<file path="config.mk">
export PLATFORM = sky130hd
export DESIGN_NAME = tilelink_nto1_arbiter_flat
export DESIGN_NICKNAME = d
export VERILOG_FILES = /design/src/rtl/tilelink_nto1_arbiter_if.sv /design/src/rtl/tilelink_nto1_arbiter.sv /design/src/flat_wrapper.sv
export SDC_FILE = /design/constraint.sdc
export NUM_CORES = 1
export LEC_CHECK = 0
export CAP_MARGIN = 20
export CELL_PAD_IN_SITES_DETAIL_PLACEMENT = 2
export CELL_PAD_IN_SITES_GLOBAL_PLACEMENT = 2
export CORE_MARGIN = 2
export CORE_UTILIZATION = 23
export CTS_BUF_LIST = sky130_fd_sc_hd__clkbuf_8
export CTS_CLUSTER_SIZE = 10
export DETAILED_ROUTE_END_ITERATION = 6
export GPL_TIMING_DRIVEN = 0
export PLACE_DENSITY = 0.86
export SETUP_SLACK_MARGIN = 0.1
export SYNTH_ARGS = -nofsm -noshare
export SYNTH_HDL_FRONTEND = slang
export SYNTH_SLANG_ARGS = --single-unit
</file>
<file path="constraint.sdc">
create_clock -name tilelink_clock_i -period 7.8 [get_ports tilelink_clock_i]
set_input_delay 1.56 -clock tilelink_clock_i [delete_from_list [all_inputs] [get_ports tilelink_clock_i]]
set_output_delay 1.56 -clock tilelink_clock_i [all_outputs]
set_load 0.03 [all_outputs]
</file>
<file path="src/rtl/tilelink_nto1_arbiter_if.sv">
// Bus bundle for the N-to-1 TileLink-UH arbiter.
// Per-master A/D signals are packed vectors with master i occupying slice i.
// Modport slave  : the arbiter's view (accepts master A, drives slave A, routes D back).
// Modport master : the surrounding environment's view (masters plus the downstream slave).
interface tilelink_nto1_arbiter_if #(
    parameter int unsigned NUM_MASTERS = 2,
    parameter int unsigned ADDR_W      = 32,
    parameter int unsigned DATA_W      = 32,
    parameter int unsigned SIZE_W      = 4,
    parameter int unsigned SRC_W       = 4,
    parameter int unsigned IDX_W       = $clog2(NUM_MASTERS)
);
    localparam int unsigned N      = NUM_MASTERS;
    localparam int unsigned MASK_W = DATA_W / 8;
    localparam int unsigned SSRC_W = SRC_W + IDX_W;

    // master-side A channel
    logic [3*N-1:0]      master_a_opcode;
    logic [3*N-1:0]      master_a_param;
    logic [SIZE_W*N-1:0] master_a_size;
    logic [SRC_W*N-1:0]  master_a_source;
    logic [ADDR_W*N-1:0] master_a_address;
    logic [MASK_W*N-1:0] master_a_mask;
    logic [DATA_W*N-1:0] master_a_data;
    logic [N-1:0]        master_a_corrupt;
    logic [N-1:0]        master_a_valid;
    logic [N-1:0]        master_a_ready;

    // master-side D channel
    logic [3*N-1:0]      master_d_opcode;
    logic [2*N-1:0]      master_d_param;
    logic [SIZE_W*N-1:0] master_d_size;
    logic [SRC_W*N-1:0]  master_d_source;
    logic [N-1:0]        master_d_denied;
    logic [N-1:0]        master_d_corrupt;
    logic [N-1:0]        master_d_valid;
    logic [DATA_W*N-1:0] master_d_data;
    logic [N-1:0]        master_d_ready;

    // slave-side A channel
    logic [2:0]          slave_a_opcode;
    logic [2:0]          slave_a_param;
    logic [SIZE_W-1:0]   slave_a_size;
    logic [SSRC_W-1:0]   slave_a_source;
    logic [ADDR_W-1:0]   slave_a_address;
    logic [MASK_W-1:0]   slave_a_mask;
    logic [DATA_W-1:0]   slave_a_data;
    logic                slave_a_corrupt;
    logic                slave_a_valid;
    logic                slave_a_ready;

    // slave-side D channel
    logic [2:0]          slave_d_opcode;
    logic [1:0]          slave_d_param;
    logic [SIZE_W-1:0]   slave_d_size;
    logic [SSRC_W-1:0]   slave_d_source;
    logic                slave_d_denied;
    logic                slave_d_corrupt;
    logic                slave_d_valid;
    logic [DATA_W-1:0]   slave_d_data;
    logic                slave_d_ready;

    modport slave (
        input  master_a_opcode, master_a_param, master_a_size, master_a_source,
               master_a_address, master_a_mask, master_a_data, master_a_corrupt,
               master_a_valid, master_d_ready, slave_a_ready,
               slave_d_opcode, slave_d_param, slave_d_size, slave_d_source,
               slave_d_denied, slave_d_corrupt, slave_d_valid, slave_d_data,
        output master_a_ready,
               master_d_opcode, master_d_param, master_d_size, master_d_source,
               master_d_denied, master_d_corrupt, master_d_valid, master_d_data,
               slave_a_opcode, slave_a_param, slave_a_size, slave_a_source,
               slave_a_address, slave_a_mask, slave_a_data, slave_a_corrupt,
               slave_a_valid, slave_d_ready
    );

    modport master (
        output master_a_opcode, master_a_param, master_a_size, master_a_source,
               master_a_address, master_a_mask, master_a_data, master_a_corrupt,
               master_a_valid, master_d_ready, slave_a_ready,
               slave_d_opcode, slave_d_param, slave_d_size, slave_d_source,
               slave_d_denied, slave_d_corrupt, slave_d_valid, slave_d_data,
        input  master_a_ready,
               master_d_opcode, master_d_param, master_d_size, master_d_source,
               master_d_denied, master_d_corrupt, master_d_valid, master_d_data,
               slave_a_opcode, slave_a_param, slave_a_size, slave_a_source,
               slave_a_address, slave_a_mask, slave_a_data, slave_a_corrupt,
               slave_a_valid, slave_d_ready
    );
endinterface

</file>
<file path="src/rtl/tilelink_nto1_arbiter.sv">
// N-to-1 TileLink-UH arbiter: round-robin on channel A with multi-beat data
// messages locked to one master, master index prefixed onto a_source, and
// D responses routed back by the upper source bits.
// Ports: tilelink_clock_i (rising edge), tilelink_reset_i (async, active-low),
//        bus (tilelink_nto1_arbiter_if.slave) carrying all A/D channel signals.
module tilelink_nto1_arbiter #(
    parameter int unsigned NUM_MASTERS = 2,
    parameter int unsigned ADDR_W      = 32,
    parameter int unsigned DATA_W      = 32,
    parameter int unsigned SIZE_W      = 4,
    parameter int unsigned SRC_W       = 4,
    parameter int unsigned IDX_W       = $clog2(NUM_MASTERS)
) (
    input  logic                          tilelink_clock_i,
    input  logic                          tilelink_reset_i,
    tilelink_nto1_arbiter_if.slave        bus
);
    localparam int unsigned N        = NUM_MASTERS;
    localparam int unsigned MASK_W   = DATA_W / 8;
    localparam int unsigned SSRC_W   = SRC_W + IDX_W;
    localparam int unsigned LG_BYTES = $clog2(MASK_W);
    localparam int unsigned CNT_W    = 2 ** SIZE_W;

    typedef struct packed {
        logic [2:0]        opcode;
        logic [2:0]        param;
        logic [SIZE_W-1:0] size;
        logic [SSRC_W-1:0] source;
        logic [ADDR_W-1:0] address;
        logic [MASK_W-1:0] mask;
        logic [DATA_W-1:0] data;
        logic              corrupt;
    } a_beat_t;

    typedef enum logic {ST_OPEN, ST_LOCKED} state_t;

    state_t            state_q,    state_d;
    logic [IDX_W-1:0]  lock_idx_q, lock_idx_d;
    logic [CNT_W-1:0]  beat_cnt_q, beat_cnt_d;
    logic [IDX_W-1:0]  rr_ptr_q,   rr_ptr_d;
    logic              a_valid_q;
    a_beat_t           a_beat_q;

    logic              found_c;
    logic [IDX_W-1:0]  gidx_c;
    logic [IDX_W-1:0]  cand_c;
    logic [N-1:0]      grant_c;
    logic              adv_c;
    logic              acc_c;
    a_beat_t           nxt_beat_c;
    logic              multi_c;
    logic [CNT_W-1:0]  first_cnt_c;
    logic              last_beat_c;
    int unsigned       sel_c;
    logic [IDX_W-1:0]  d_idx_c;

    // Grant: the locked master, else first valid master from rr_ptr onward.
    always_comb begin
        found_c = 1'b0;
        gidx_c  = '0;
        cand_c  = '0;
        if (state_q == ST_LOCKED) begin
            found_c = 1'b1;
            gidx_c  = lock_idx_q;
        end else begin
            for (int unsigned k = 0; k < N; k++) begin
                cand_c = IDX_W'((32'(rr_ptr_q) + k) % N);
                if (!found_c && bus.master_a_valid[cand_c]) begin
                    found_c = 1'b1;
                    gidx_c  = cand_c;
                end
            end
        end
        for (int i = 0; i < N; i++) begin
            grant_c[i] = found_c && (gidx_c == IDX_W'(i));
        end
    end

    assign adv_c              = !a_valid_q || bus.slave_a_ready;
    assign bus.master_a_ready = grant_c & {N{adv_c}};
    assign acc_c              = found_c && bus.master_a_valid[gidx_c] && adv_c;

    // Payload of the granted master, with its index prefixed onto the source.
    always_comb begin
        sel_c              = 32'(gidx_c);
        nxt_beat_c.opcode  = bus.master_a_opcode[sel_c*3 +: 3];
        nxt_beat_c.param   = bus.master_a_param[sel_c*3 +: 3];
        nxt_beat_c.size    = bus.master_a_size[sel_c*SIZE_W +: SIZE_W];
        nxt_beat_c.source  = {gidx_c, bus.master_a_source[sel_c*SRC_W +: SRC_W]};
        nxt_beat_c.address = bus.master_a_address[sel_c*ADDR_W +: ADDR_W];
        nxt_beat_c.mask    = bus.master_a_mask[sel_c*MASK_W +: MASK_W];
        nxt_beat_c.data    = bus.master_a_data[sel_c*DATA_W +: DATA_W];
        nxt_beat_c.corrupt = bus.master_a_corrupt[gidx_c];
    end

    // Data opcodes (0..3) larger than one beat lock the port; the counter
    // starts at beats-2 because the first beat is consumed on the lock cycle.
    assign multi_c     = !nxt_beat_c.opcode[2] && (nxt_beat_c.size > SIZE_W'(LG_BYTES));
    assign first_cnt_c = (CNT_W'(1) << (nxt_beat_c.size - SIZE_W'(LG_BYTES))) - CNT_W'(2);

    // Lock / beat-count / round-robin next state.
    always_comb begin
        state_d     = state_q;
        lock_idx_d  = lock_idx_q;
        beat_cnt_d  = beat_cnt_q;
        rr_ptr_d    = rr_ptr_q;
        last_beat_c = 1'b0;
        case (state_q)
            ST_OPEN: begin
                if (acc_c) begin
                    if (multi_c) begin
                        state_d    = ST_LOCKED;
                        lock_idx_d = gidx_c;
                        beat_cnt_d = first_cnt_c;
                    end else begin
                        last_beat_c = 1'b1;
                    end
                end
            end
            ST_LOCKED: begin
                if (acc_c) begin
                    if (beat_cnt_q == '0) begin
                        state_d     = ST_OPEN;
                        last_beat_c = 1'b1;
                    end else begin
                        beat_cnt_d = beat_cnt_q - CNT_W'(1);
                    end
                end
            end
            default: state_d = ST_OPEN;
        endcase
        if (last_beat_c) begin
            rr_ptr_d = (gidx_c == IDX_W'(N - 1)) ? '0 : gidx_c + IDX_W'(1);
        end
    end

    // Arbitration state registers.
    always_ff @(posedge tilelink_clock_i or negedge tilelink_reset_i) begin
        if (!tilelink_reset_i) begin
            state_q    <= ST_OPEN;
            lock_idx_q <= '0;
            beat_cnt_q <= '0;
            rr_ptr_q   <= '0;
        end else begin
            state_q    <= state_d;
            lock_idx_q <= lock_idx_d;
            beat_cnt_q <= beat_cnt_d;
            rr_ptr_q   <= rr_ptr_d;
        end
    end

    // A output slice: valid flag.
    always_ff @(posedge tilelink_clock_i or negedge tilelink_reset_i) begin
        if (!tilelink_reset_i) begin
            a_valid_q <= 1'b0;
        end else if (acc_c) begin
            a_valid_q <= 1'b1;
        end else if (bus.slave_a_ready) begin
            a_valid_q <= 1'b0;
        end
    end

    // A output slice: payload (no reset needed, qualified by valid).
    always_ff @(posedge tilelink_clock_i) begin
        if (acc_c) begin
            a_beat_q <= nxt_beat_c;
        end
    end

    assign bus.slave_a_valid   = a_valid_q;
    assign bus.slave_a_opcode  = a_beat_q.opcode;
    assign bus.slave_a_param   = a_beat_q.param;
    assign bus.slave_a_size    = a_beat_q.size;
    assign bus.slave_a_source  = a_beat_q.source;
    assign bus.slave_a_address = a_beat_q.address;
    assign bus.slave_a_mask    = a_beat_q.mask;
    assign bus.slave_a_data    = a_beat_q.data;
    assign bus.slave_a_corrupt = a_beat_q.corrupt;

    // D routing: index from upper source bits; unmapped indices are sunk.
    assign d_idx_c = bus.slave_d_source[SSRC_W-1:SRC_W];

    always_comb begin
        bus.slave_d_ready = 1'b1;
        for (int i = 0; i < N; i++) begin
            bus.master_d_valid[i]                  = bus.slave_d_valid && (d_idx_c == IDX_W'(i));
            bus.master_d_opcode[i*3 +: 3]          = bus.slave_d_opcode;
            bus.master_d_param[i*2 +: 2]           = bus.slave_d_param;
            bus.master_d_size[i*SIZE_W +: SIZE_W]  = bus.slave_d_size;
            bus.master_d_source[i*SRC_W +: SRC_W]  = bus.slave_d_source[SRC_W-1:0];
            bus.master_d_denied[i]                 = bus.slave_d_denied;
            bus.master_d_corrupt[i]                = bus.slave_d_corrupt;
            bus.master_d_data[i*DATA_W +: DATA_W]  = bus.slave_d_data;
            if (d_idx_c == IDX_W'(i)) begin
                bus.slave_d_ready = bus.master_d_ready[i];
            end
        end
    end
endmodule
</file>
<file path="src/flat_wrapper.sv">
// flat-port wrapper written by rule: the top's interface ports become plain ports
module tilelink_nto1_arbiter_flat 
#(
    parameter int unsigned NUM_MASTERS = 2,
    parameter int unsigned ADDR_W      = 32,
    parameter int unsigned DATA_W      = 32,
    parameter int unsigned SIZE_W      = 4,
    parameter int unsigned SRC_W       = 4,
    parameter int unsigned IDX_W       = $clog2(NUM_MASTERS)
)
  (tilelink_clock_i, tilelink_reset_i, bus_master_a_opcode, bus_master_a_param, bus_master_a_size, bus_master_a_source, bus_master_a_address, bus_master_a_mask, bus_master_a_data, bus_master_a_corrupt, bus_master_a_valid, bus_master_d_ready, bus_slave_a_ready, bus_slave_d_opcode, bus_slave_d_param, bus_slave_d_size, bus_slave_d_source, bus_slave_d_denied, bus_slave_d_corrupt, bus_slave_d_valid, bus_slave_d_data, bus_master_a_ready, bus_master_d_opcode, bus_master_d_param, bus_master_d_size, bus_master_d_source, bus_master_d_denied, bus_master_d_corrupt, bus_master_d_valid, bus_master_d_data, bus_slave_a_opcode, bus_slave_a_param, bus_slave_a_size, bus_slave_a_source, bus_slave_a_address, bus_slave_a_mask, bus_slave_a_data, bus_slave_a_corrupt, bus_slave_a_valid, bus_slave_d_ready);
  tilelink_nto1_arbiter_if #(.NUM_MASTERS(NUM_MASTERS), .ADDR_W(ADDR_W), .DATA_W(DATA_W), .SIZE_W(SIZE_W), .SRC_W(SRC_W), .IDX_W(IDX_W)) bus_i ();
  input  logic tilelink_clock_i;
  input  logic tilelink_reset_i;
  input wire logic [$bits(bus_i.master_a_opcode)-1:0] bus_master_a_opcode;
  input wire logic [$bits(bus_i.master_a_param)-1:0] bus_master_a_param;
  input wire logic [$bits(bus_i.master_a_size)-1:0] bus_master_a_size;
  input wire logic [$bits(bus_i.master_a_source)-1:0] bus_master_a_source;
  input wire logic [$bits(bus_i.master_a_address)-1:0] bus_master_a_address;
  input wire logic [$bits(bus_i.master_a_mask)-1:0] bus_master_a_mask;
  input wire logic [$bits(bus_i.master_a_data)-1:0] bus_master_a_data;
  input wire logic [$bits(bus_i.master_a_corrupt)-1:0] bus_master_a_corrupt;
  input wire logic [$bits(bus_i.master_a_valid)-1:0] bus_master_a_valid;
  input wire logic [$bits(bus_i.master_d_ready)-1:0] bus_master_d_ready;
  input wire logic [$bits(bus_i.slave_a_ready)-1:0] bus_slave_a_ready;
  input wire logic [$bits(bus_i.slave_d_opcode)-1:0] bus_slave_d_opcode;
  input wire logic [$bits(bus_i.slave_d_param)-1:0] bus_slave_d_param;
  input wire logic [$bits(bus_i.slave_d_size)-1:0] bus_slave_d_size;
  input wire logic [$bits(bus_i.slave_d_source)-1:0] bus_slave_d_source;
  input wire logic [$bits(bus_i.slave_d_denied)-1:0] bus_slave_d_denied;
  input wire logic [$bits(bus_i.slave_d_corrupt)-1:0] bus_slave_d_corrupt;
  input wire logic [$bits(bus_i.slave_d_valid)-1:0] bus_slave_d_valid;
  input wire logic [$bits(bus_i.slave_d_data)-1:0] bus_slave_d_data;
  output wire logic [$bits(bus_i.master_a_ready)-1:0] bus_master_a_ready;
  output wire logic [$bits(bus_i.master_d_opcode)-1:0] bus_master_d_opcode;
  output wire logic [$bits(bus_i.master_d_param)-1:0] bus_master_d_param;
  output wire logic [$bits(bus_i.master_d_size)-1:0] bus_master_d_size;
  output wire logic [$bits(bus_i.master_d_source)-1:0] bus_master_d_source;
  output wire logic [$bits(bus_i.master_d_denied)-1:0] bus_master_d_denied;
  output wire logic [$bits(bus_i.master_d_corrupt)-1:0] bus_master_d_corrupt;
  output wire logic [$bits(bus_i.master_d_valid)-1:0] bus_master_d_valid;
  output wire logic [$bits(bus_i.master_d_data)-1:0] bus_master_d_data;
  output wire logic [$bits(bus_i.slave_a_opcode)-1:0] bus_slave_a_opcode;
  output wire logic [$bits(bus_i.slave_a_param)-1:0] bus_slave_a_param;
  output wire logic [$bits(bus_i.slave_a_size)-1:0] bus_slave_a_size;
  output wire logic [$bits(bus_i.slave_a_source)-1:0] bus_slave_a_source;
  output wire logic [$bits(bus_i.slave_a_address)-1:0] bus_slave_a_address;
  output wire logic [$bits(bus_i.slave_a_mask)-1:0] bus_slave_a_mask;
  output wire logic [$bits(bus_i.slave_a_data)-1:0] bus_slave_a_data;
  output wire logic [$bits(bus_i.slave_a_corrupt)-1:0] bus_slave_a_corrupt;
  output wire logic [$bits(bus_i.slave_a_valid)-1:0] bus_slave_a_valid;
  output wire logic [$bits(bus_i.slave_d_ready)-1:0] bus_slave_d_ready;
  assign bus_i.master_a_opcode = bus_master_a_opcode;
  assign bus_i.master_a_param = bus_master_a_param;
  assign bus_i.master_a_size = bus_master_a_size;
  assign bus_i.master_a_source = bus_master_a_source;
  assign bus_i.master_a_address = bus_master_a_address;
  assign bus_i.master_a_mask = bus_master_a_mask;
  assign bus_i.master_a_data = bus_master_a_data;
  assign bus_i.master_a_corrupt = bus_master_a_corrupt;
  assign bus_i.master_a_valid = bus_master_a_valid;
  assign bus_i.master_d_ready = bus_master_d_ready;
  assign bus_i.slave_a_ready = bus_slave_a_ready;
  assign bus_i.slave_d_opcode = bus_slave_d_opcode;
  assign bus_i.slave_d_param = bus_slave_d_param;
  assign bus_i.slave_d_size = bus_slave_d_size;
  assign bus_i.slave_d_source = bus_slave_d_source;
  assign bus_i.slave_d_denied = bus_slave_d_denied;
  assign bus_i.slave_d_corrupt = bus_slave_d_corrupt;
  assign bus_i.slave_d_valid = bus_slave_d_valid;
  assign bus_i.slave_d_data = bus_slave_d_data;
  assign bus_master_a_ready = bus_i.master_a_ready;
  assign bus_master_d_opcode = bus_i.master_d_opcode;
  assign bus_master_d_param = bus_i.master_d_param;
  assign bus_master_d_size = bus_i.master_d_size;
  assign bus_master_d_source = bus_i.master_d_source;
  assign bus_master_d_denied = bus_i.master_d_denied;
  assign bus_master_d_corrupt = bus_i.master_d_corrupt;
  assign bus_master_d_valid = bus_i.master_d_valid;
  assign bus_master_d_data = bus_i.master_d_data;
  assign bus_slave_a_opcode = bus_i.slave_a_opcode;
  assign bus_slave_a_param = bus_i.slave_a_param;
  assign bus_slave_a_size = bus_i.slave_a_size;
  assign bus_slave_a_source = bus_i.slave_a_source;
  assign bus_slave_a_address = bus_i.slave_a_address;
  assign bus_slave_a_mask = bus_i.slave_a_mask;
  assign bus_slave_a_data = bus_i.slave_a_data;
  assign bus_slave_a_corrupt = bus_i.slave_a_corrupt;
  assign bus_slave_a_valid = bus_i.slave_a_valid;
  assign bus_slave_d_ready = bus_i.slave_d_ready;
  tilelink_nto1_arbiter #(.NUM_MASTERS(NUM_MASTERS), .ADDR_W(ADDR_W), .DATA_W(DATA_W), .SIZE_W(SIZE_W), .SRC_W(SRC_W), .IDX_W(IDX_W)) u_core (.tilelink_clock_i(tilelink_clock_i), .tilelink_reset_i(tilelink_reset_i), .bus(bus_i));
endmodule
</file>
Word-level counts from Yosys, hierarchy flattened
Cells that the tools add are included.
{"block": "word_totals", "in_bits": 222, "ff_bits": 104, "wordCells": 89, "out_inout_bits": 184}
{"block": "op_classes", "n_bitwise": 4, "n_reduce_logical": 16, "n_addsub": 5, "n_shift": 8, "mul": 1, "muxes": 34, "eq_ne": 4, "n_lt_le_gt_ge": 4}
{"cell": "$shiftx A64 B7 Y32", "count": 2}
{"cell": "$mux W16", "count": 4}
{"cell": "$pmux W16 S2", "count": 1}
{"cell": "$mux W1", "count": 27}
{"cell": "$shiftx A8 B4 Y4", "count": 3}
{"cell": "$logic_not A16 Y1", "count": 1}
{"cell": "$shl A1 B4 Y16 const A", "count": 1}
{"cell": "$sub A16 B1 Y16 const B", "count": 1}
{"cell": "$sub A16 B3 Y16 const B", "count": 1}
{"cell": "$shiftx A6 B4 Y3", "count": 2}
{"cell": "$logic_and A1 B1 Y1", "count": 8}
{"cell": "$lt A1 B2 Y1 const B", "count": 3}
{"cell": "$gt A4 B2 Y1 const B", "count": 1}
{"cell": "$ne A2 B1 Y1 const B", "count": 2}
{"cell": "$ne A2 B2 Y1 const B", "count": 2}
{"cell": "$pmux W1 S2", "count": 2}
{"cell": "$reduce_and A4 Y1", "count": 1}
{"cell": "$sub A4 B2 Y4 const B", "count": 1}
{"cell": "$logic_not A1 Y1", "count": 3}
{"cell": "$mul A1 B2 Y3 const B", "count": 1}
{"cell": "$not A1 Y1", "count": 3}
{"cell": "$reduce_and A3 Y1", "count": 1}
{"cell": "$add A1 B1 Y1 const B", "count": 2}
{"cell": "$and A2 B2 Y2", "count": 1}
{"cell": "other kinds (2)", "count": 2}

Depth between registers and ports, before layout
Gate-level depths: netlist of run 1.
{"block": "depth", "word_depth": 15, "depth_mapped": 16, "mapped_depth_nobuf": 13}

Worst setup path before layout of run 1
OpenSTA, ideal clock, no wires.
{"block": "synth_timing", "path_type": "in2reg", "start": "input bus_master_a_valid[0]", "end": "register u_core.beat_cnt_q[9]", "setup_time_ns": 0.138, "stages": 15, "n_path_buf": 4, "slack_ns": 2.723, "t_arrival_ns": 4.939, "required_ns": 7.662, "path_cell_list": "nor2b_1 > o21ai_1 > clkbuf_1 > buf_1 > mux2_2 > inv_1 > ha_1 > xor2_1 > clkbuf_1 > nand2_1 > ha_1 > clkbuf_1 > and3_1 > o31ai_1 > nand4_1"}
{"item": "start: declaration", "line_no": "flat_wrapper.sv:23", "source": "input wire logic [$bits(bus_i.master_a_valid)-1:0] bus_master_a_valid;"}
{"item": "end signal: assignment", "line_no": "tilelink_nto1_arbiter.sv:147", "source": "beat_cnt_q <= beat_cnt_d;"}
{"item": "end: declaration", "line_no": "tilelink_nto1_arbiter.sv:39", "source": "logic [CNT_W-1:0] beat_cnt_q, beat_cnt_d;"}

Worst setup path in the final report of run 1
{"block": "layout_timing", "start": "input bus_master_a_valid[1]", "end": "output bus_master_a_ready[1]"}
{"block": "layout_via", "elab_chain_len": 10, "word_cells_on_any_way": 15, "cone_classes": "mux (11); bitwise (1); reduce/logical (3)"}
{"item": "$mux W1 (not written as such) (2 in series)", "line_no": "tilelink_nto1_arbiter.sv:68", "source": "if (!found_c && bus.master_a_valid[cand_c]) begin"}
{"item": "$mux W1", "line_no": "tilelink_nto1_arbiter.sv:68"}
{"item": "$mux W1", "line_no": "tilelink_nto1_arbiter.sv:62", "source": "if (state_q == ST_LOCKED) begin"}
{"item": "$logic_not A1 Y1", "line_no": "tilelink_nto1_arbiter.sv:68"}
{"item": "$logic_and A1 B1 Y1", "line_no": "tilelink_nto1_arbiter.sv:68"}
{"item": "$mux W1 *", "line_no": "tilelink_nto1_arbiter.sv:68"}
{"item": "$mux W1 *", "line_no": "tilelink_nto1_arbiter.sv:62"}
{"item": "net u_core.gidx_c", "line_no": "tilelink_nto1_arbiter.sv:45", "source": "logic [IDX_W-1:0] gidx_c;"}
{"item": "$logic_and A1 B1 Y1 *", "line_no": "tilelink_nto1_arbiter.sv:75", "source": "grant_c[i] = found_c && (gidx_c == IDX_W'(i));"}
{"item": "$and A2 B2 Y2 *", "line_no": "tilelink_nto1_arbiter.sv:80", "source": "assign bus.master_a_ready = grant_c & {N{adv_c}};"}
{"item": "end: declaration", "line_no": "flat_wrapper.sv:34", "source": "output wire logic [$bits(bus_i.master_a_ready)-1:0] bus_master_a_ready;"}
Mark *: on every way through the listed nets, which the timed path passes. The rest lies on a longest branch. The select of a mux whose other input is x is not followed.

==> results.toml, run 1 <==
[critical_path]
reg2reg_depth = 16
rr_endpoint = "u_core.beat_cnt_q[13]"
arrival_ps = 5360
cp_slowest_cell = "clkdlybuf4s50_1"
end_kind = "output port"
worst_setup_path_start_kind = "input pin"
r2r-start = "u_core.state_q"
path_buf_inv = 5
r2r_slack_ps = 2120
critPathTopFamily = "buffers and inverters"
critPathKind = "input pin to output port"
path_cells = "clkdlybuf4s50_1 -> nand2b_1 -> o21ai_1 -> clkbuf_1 -> buf_1 -> clkbuf_1 -> nor2b_1 -> clkdlybuf4s50_1"
crit_fanout = 10
slowest_delay_ps = 740
critical_path_required_ps = 6240

[clock_tree]
insertion_delay_ps = 400
cts_made_buffers = 9
cts.sinks = 104
ctsResizeCount = 0
post-cts-setup-buffer-count = 0
postCtsHoldBufs = 0
cts_max_path_buffers = 2
htreeDepth = 3
clk_pin_slew_ps = 110
cts_tree = "done"
cts-root-buf = "clkbuf_8"

[placement]
hpwlAfterDp_mm = 21.0
place_ws_ps = 521
gp_congestion = 0.835
port-buffer-count = 358

[floorplan]
initial_utilization_pct = 23.3
io_pins = 406
coreArea_um2 = 25900
chipHeight_um = 166
fp-row-count = 59
die_x_um = 166
die-area_um2 = 27500

[power]
ir_drop_uv = 138
powerDensity_nw_per_um2 = 311
power.leakage_nw = 3.85

[route]
drc = 0
finalWirelength_mm = 25.8
drt_iter0_drc = 191
vias = 5418
dr.pass1.iters = 4
ant_nets = 0
wl_per_cell_um = 21.3
via_per_inst = 4.47

[logic_synthesis]
synth.largest_area_cell = "edfxtp_1"
synth_edf_count = 84
synthArstFlopShare_pct = 19.2
syn_inst = 499
synth_top_cells_by_area = "edfxtp_1, mux2_2, buf_4"
synth_area_um2 = 6030
yosysSeqAreaShare_pct = 50.2
yosys_warnings = 0
synth_top_area_share_pct = 41.9
syn_nets = 729
avgSynthCellArea_um2 = 12.1
synth.distinct_cells = 60
ys_seq_elements = 104
synthFlopType = "edfxtp_1"

[final_layout]
nets = 1100
utilization_pct = 39.7
area_growth_pct = 70.6
drive_above_1_share_pct = 24.7
nFillCells = 2702

[outcome]
status = "finished clean"

[timing]
setup_ws_ps = 876
setup_viol = 0
fmax_ghz = 0.144
period_minus_slack_ps = 6920
grt_setup_unrepaired = "no"
fin_tns_setup_ps = 0
clock_skew_ps = 26.3
relSlewSlack_pct = 45.0
tightest_slew_ps = 820
finalHoldViolations = 0
post-route-period-util_pct = 88.8
drv_slew = 0

[hold_path]
min_to = "u_core.beat_cnt_q[0]"
holdPathStages = 1
worst_hold_path_type = "register to register"
hp-start = "u_core.beat_cnt_q[0]"

[grt]
track_usage_pct = 18.1
globalRouteOverflowTotal = 0
grt_first_pass_wirelength_mm = 38.0
grt_antenna_before_repair = 2
grt_pass1_vias = 6082
grt_max_degree = 47

[run]
maxCapViolCount = 0
==> how the worst max path moves through the flow <==
| stage | from | to | slack (ps) | depth (start not counted) |
|---|---|---|---|---|
| final | bus_master_a_valid[1] | bus_master_a_ready[1] | 880 | 8 |
| after global routing | bus_master_a_valid[1] | u_core.beat_cnt_q[13] | 460 | 17 |
| after CTS | bus_master_a_valid[1] | bus_master_a_ready[1] | 800 | 8 |
| after detailed placement | bus_master_a_valid[1] | u_core.beat_cnt_q[13] | 520 | 17 |
| after global placement | bus_master_a_valid[1] | u_core.beat_cnt_q[9] | 650 | 16 |
| after floorplan | bus_master_a_valid[0] | u_core.beat_cnt_q[9] | 2720 | 15 |
==> synth_stat cells, types with 2 or more instances <==
cell and instances:
nor4_1 3, o31ai_1 6, and3_1 2, buf_4 94
mux2i_1 9, nand4_1 2, buf_6 4, nand2b_1 6
or4_1 2, a21o_1 2, nand2_1 28, o21ai_0 16
nand3_1 11, ha_1 8, and2_1 2, mux2_2 82
a221o_1 2, clkbuf_1 12, o311ai_0 3, nor2b_1 3
buf_2 2, inv_1 13, or2_2 2, a31oi_1 3
nor3_1 10, dfrtp_1 20, a21oi_1 5, a311oi_1 2
buf_1 4, or3_2 4, a211oi_1 4, edfxtp_1 84
o211ai_1 2, o41ai_1 2, nor2_1 13, a211o_1 3
or3_1 5, xnor2_1 2
==> flip-flops by register name, indices dropped and copies added (netlist names) <==
signal	count
u_core.beat_cnt_q	16
u_core.bus.slave_a_address	32
u_core.bus.slave_a_corrupt	1
u_core.bus.slave_a_data	32
u_core.bus.slave_a_mask	4
u_core.bus.slave_a_opcode	3
u_core.bus.slave_a_param	3
u_core.bus.slave_a_size	4
u_core.bus.slave_a_source	5
u_core.bus.slave_a_valid	1
u_core.lock_idx_q	1
u_core.rr_ptr_q	1
u_core.state_q	1
==> routing by layer <==
metal	share of wire, %	up-vias	global-route usage (%)
met5	0	-	0
met2	55	229	34.7
met1	37	2690	19.2
met4	2.2	0	5.60
met3	5.9	26	4.91
li1	-	2473	-
==> logic make-up after synthesis <==
| family | Yosys count | share of synthesized area (%) |
|---|---|---|
| AO/OA/AOI/OAI | 62 | 7.41 |
| flip-flops | 104 | 50.2 |
| AND/OR/NAND/NOR | 101 | 8.91 |
| XOR/XNOR | 3 | 0.436 |
| adder cells (fa/ha/maj) | 8 | 1.66 |
| buffers and inverters | 130 | 14.6 |
| multiplexers | 91 | 16.8 |
==> final cells by class <==
cell class	count	area, um^2	area share, %
inverters	13	51.3	0.499
well taps	335	419	4.08
flip-flops and latches	104	3020	29.4
diodes	2	5.00	0.0487
clock buffers	9	124	1.20
repair buffers	360	3640	35.4
clock inverters	7	67.6	0.657
plain buffers	117	831	8.08
multi-input cells	265	2120	20.6
==> cells in the final DEF (no fill, tap or decap), types with 5 or more instances in the layout <==
master           instances
clkbuf_8                 9
mux2i_1                  9
mux2_2                  82
clkdlybuf4s50_1        358
nand3_1                 11
o31ai_1                  6
o21ai_0                 16
clkbuf_1                12
nand2b_1                 6
dfrtp_1                 20
nand2_1                 28
or3_1                    5
nor3_1                  10
inv_1                   12
ha_1                     8
buf_4                   94
edfxtp_1                84
nor2_1                  13
a21oi_1                  5
==> through the flow <==
stage / total power (W) / area [um^2] / std cells / hold slack [ps]
2_1_floorplan: 0.00211 / 6030 / 499 / 466
3_3_place_gp: 0.00278 / 10000 / 1192 / 491
3_5_place_dp: 0.00286 / 10100 / 1193 / 506
4_1_cts: 0.00323 / 10200 / 1209 / 530
5_1_grt: 0.00336 / 10300 / 1211 / 568
6_report: 0.00320 / 10300 / 1212 / 532
==> power by group <==
part | leakage (nW) | switching, W | internal [W]
registers | 1.03 | 0.0000983 | 0.000871
clock network | 0.0958 | 0.000223 | 0.000125
logic | 2.72 | 0.00108 | 0.000801
Power figures use the tool's default switching activity.
==> run 2: changes to the inputs <==
- CORE_ASPECT_RATIO: unset -> 1.1
- GPL_TIMING_DRIVEN: 0 -> 1
==> run 2 against run 1 <==
Effect of this change: sequential cell count did not move; critical endpoint is now u_core.beat_cnt_q[9]; highest routed layer unchanged; count of clock-buffer cells in the layout is the same; wire length shrank 12%; worst setup slack improved by 1300 ps; utilization is 6.8 points lower; register-to-register slack better by 1200 ps; global-route usage fell by 1.9 points; first-iteration DRC count down 17%.
==> results.toml, run 2 (synthesis gave the netlist of run 1 again) <==
[clock_tree]
ctsResizeCount = 0
cts.sinks = 104
cts_max_path_buffers = 2
insertion_delay_ps = 400
htreeDepth = 3
cts_tree = "done"
clk_pin_slew_ps = 110
cts_made_buffers = 9
postCtsHoldBufs = 0
post-cts-setup-buffer-count = 0
cts-root-buf = "clkbuf_8"

[outcome]
status = "finished clean"

[critical_path]
end_kind = "register"
arrival_ps = 5870
crit_fanout = 23
rr_endpoint = "u_core.beat_cnt_q[9]"
r2r_slack_ps = 3340
critical_path_required_ps = 8050
critPathKind = "input pin to register"
r2r-start = "u_core.state_q"
reg2reg_depth = 11
worst_setup_path_start_kind = "input pin"

[power]
powerDensity_nw_per_um2 = 347
power.leakage_nw = 2.97
ir_drop_uv = 120
power.total_w = 0.00296

[grt]
globalRouteOverflowTotal = 0
track_usage_pct = 16.2
grt_max_degree = 53
grt_pass1_vias = 5078
grt_first_pass_wirelength_mm = 32.5
grt_antenna_before_repair = 2

[route]
finalWirelength_mm = 22.8
vias = 4595
wl_per_cell_um = 22.3
drt_iter0_drc = 158
ant_nets = 0
dr.pass1.iters = 4
drc = 0
via_per_inst = 4.50

[timing]
setup_viol = 0
drv_slew = 0
finalHoldViolations = 0
fin_tns_setup_ps = 0
clock_skew_ps = 19.5
post-route-period-util_pct = 72.1
grt_setup_unrepaired = "no"
period_minus_slack_ps = 5620
relSlewSlack_pct = 39.4
fmax_ghz = 0.178
tightest_slew_ps = 907

[final_layout]
regArea_um2 = 3020
multi_input_area_um2 = 2130
layout_commonest_cell = "clkdlybuf4s50_1"
utilization_pct = 32.9
finalNonFillerCells = 1021
nets = 892
drive_above_1_share_pct = 17.8
area_growth_pct = 41.6
nFillCells = 2768
fin_area_um2 = 8530
layout.cells.most_common_list = "clkdlybuf4s50_1, edfxtp_1, mux2_2"

[run]
maxCapViolCount = 0

[hold_path]
hp-start = "u_core.beat_cnt_q[0]"
worst_hold_path_type = "register to register"
holdPathStages = 1
min_to = "u_core.beat_cnt_q[0]"

[floorplan]
die-area_um2 = 27500
fp-row-count = 62
die_x_um = 158
chipHeight_um = 174
io_pins = 406
coreArea_um2 = 25900
initial_utilization_pct = 23.3

[placement]
placed_cells_incl_taps = 1002
gp_congestion = 0.781
place_area_um2 = 8320
port-buffer-count = 264
hpwlAfterDp_mm = 18.0
[run 2: changes by cell type in the layout (fill, tap and decap cells not counted), sizes merged]
cell and change:
clkdlybuf4s50 -94, dlygate4sd3 -1, inv -2, clkbuf -11
buf -102, clkinvlp +2
[run 2: critical path, stage by stage]
cell	delay (ps)
clkdlybuf4s50_1	530
nand2b_1	160
o21ai_4	680
mux2_2	450
inv_1	140
ha_1	220
xor2_1	730
nand2_1	230
ha_1	410
and3_1	230
o31ai_1	350
nand4_1	140
[run 2: area by class of cell]
type | count | share of cell area, %
flip-flops and latches | 104 | 35.4
repair buffers | 269 | 31.6
multi-input cells | 265 | 25.0
well taps | 352 | 5.16
clock buffers | 9 | 1.45
clock inverters | 7 | 0.675
inverters | 13 | 0.587
diodes | 2 | 0.0587
[run 2: power by group]
part / leakage [nW] / internal, W / switching [W]
logic: 1.86 / 0.000699 / 0.000957
registers: 1.03 / 0.000872 / 0.0000963
clock network: 0.0867 / 0.000120 / 0.000218
total: 2.97 / 0.00169 / 0.00127
[run 2: per-layer routing]
metal / wire length, um / GRT usage [%] / vias up
met5: 0 / 1.10 / -
met4: 850 / 8.37 / 0
met3: 2350 / 6.13 / 43
met2: 11400 / 27.9 / 216
met1: 8260 / 17.0 / 2280
li1: - / - / 2056
[run 2: metrics by stage]
stage,worst slack [ps],hold WS (ps)
floorplan,2720,466
global placement,2060,497
detailed placement,1780,528
CTS,2200,561
global route,1880,590
finish,2180,542
[run 2: worst max-delay path by stage]
| stage | slack (ps) | end | from |
|---|---|---|---|
| finish | 2180 | u_core.beat_cnt_q[9] | bus_master_a_valid[1] |
| global placement | 2060 | u_core.beat_cnt_q[9] | bus_master_a_valid[1] |
| detailed placement | 1780 | u_core.beat_cnt_q[9] | bus_master_a_valid[1] |
| CTS | 2200 | u_core.beat_cnt_q[9] | bus_master_a_valid[1] |
| floorplan | 2720 | u_core.beat_cnt_q[9] | bus_master_a_valid[0] |
| global route | 1880 | u_core.beat_cnt_q[5] | bus_master_a_valid[1] |
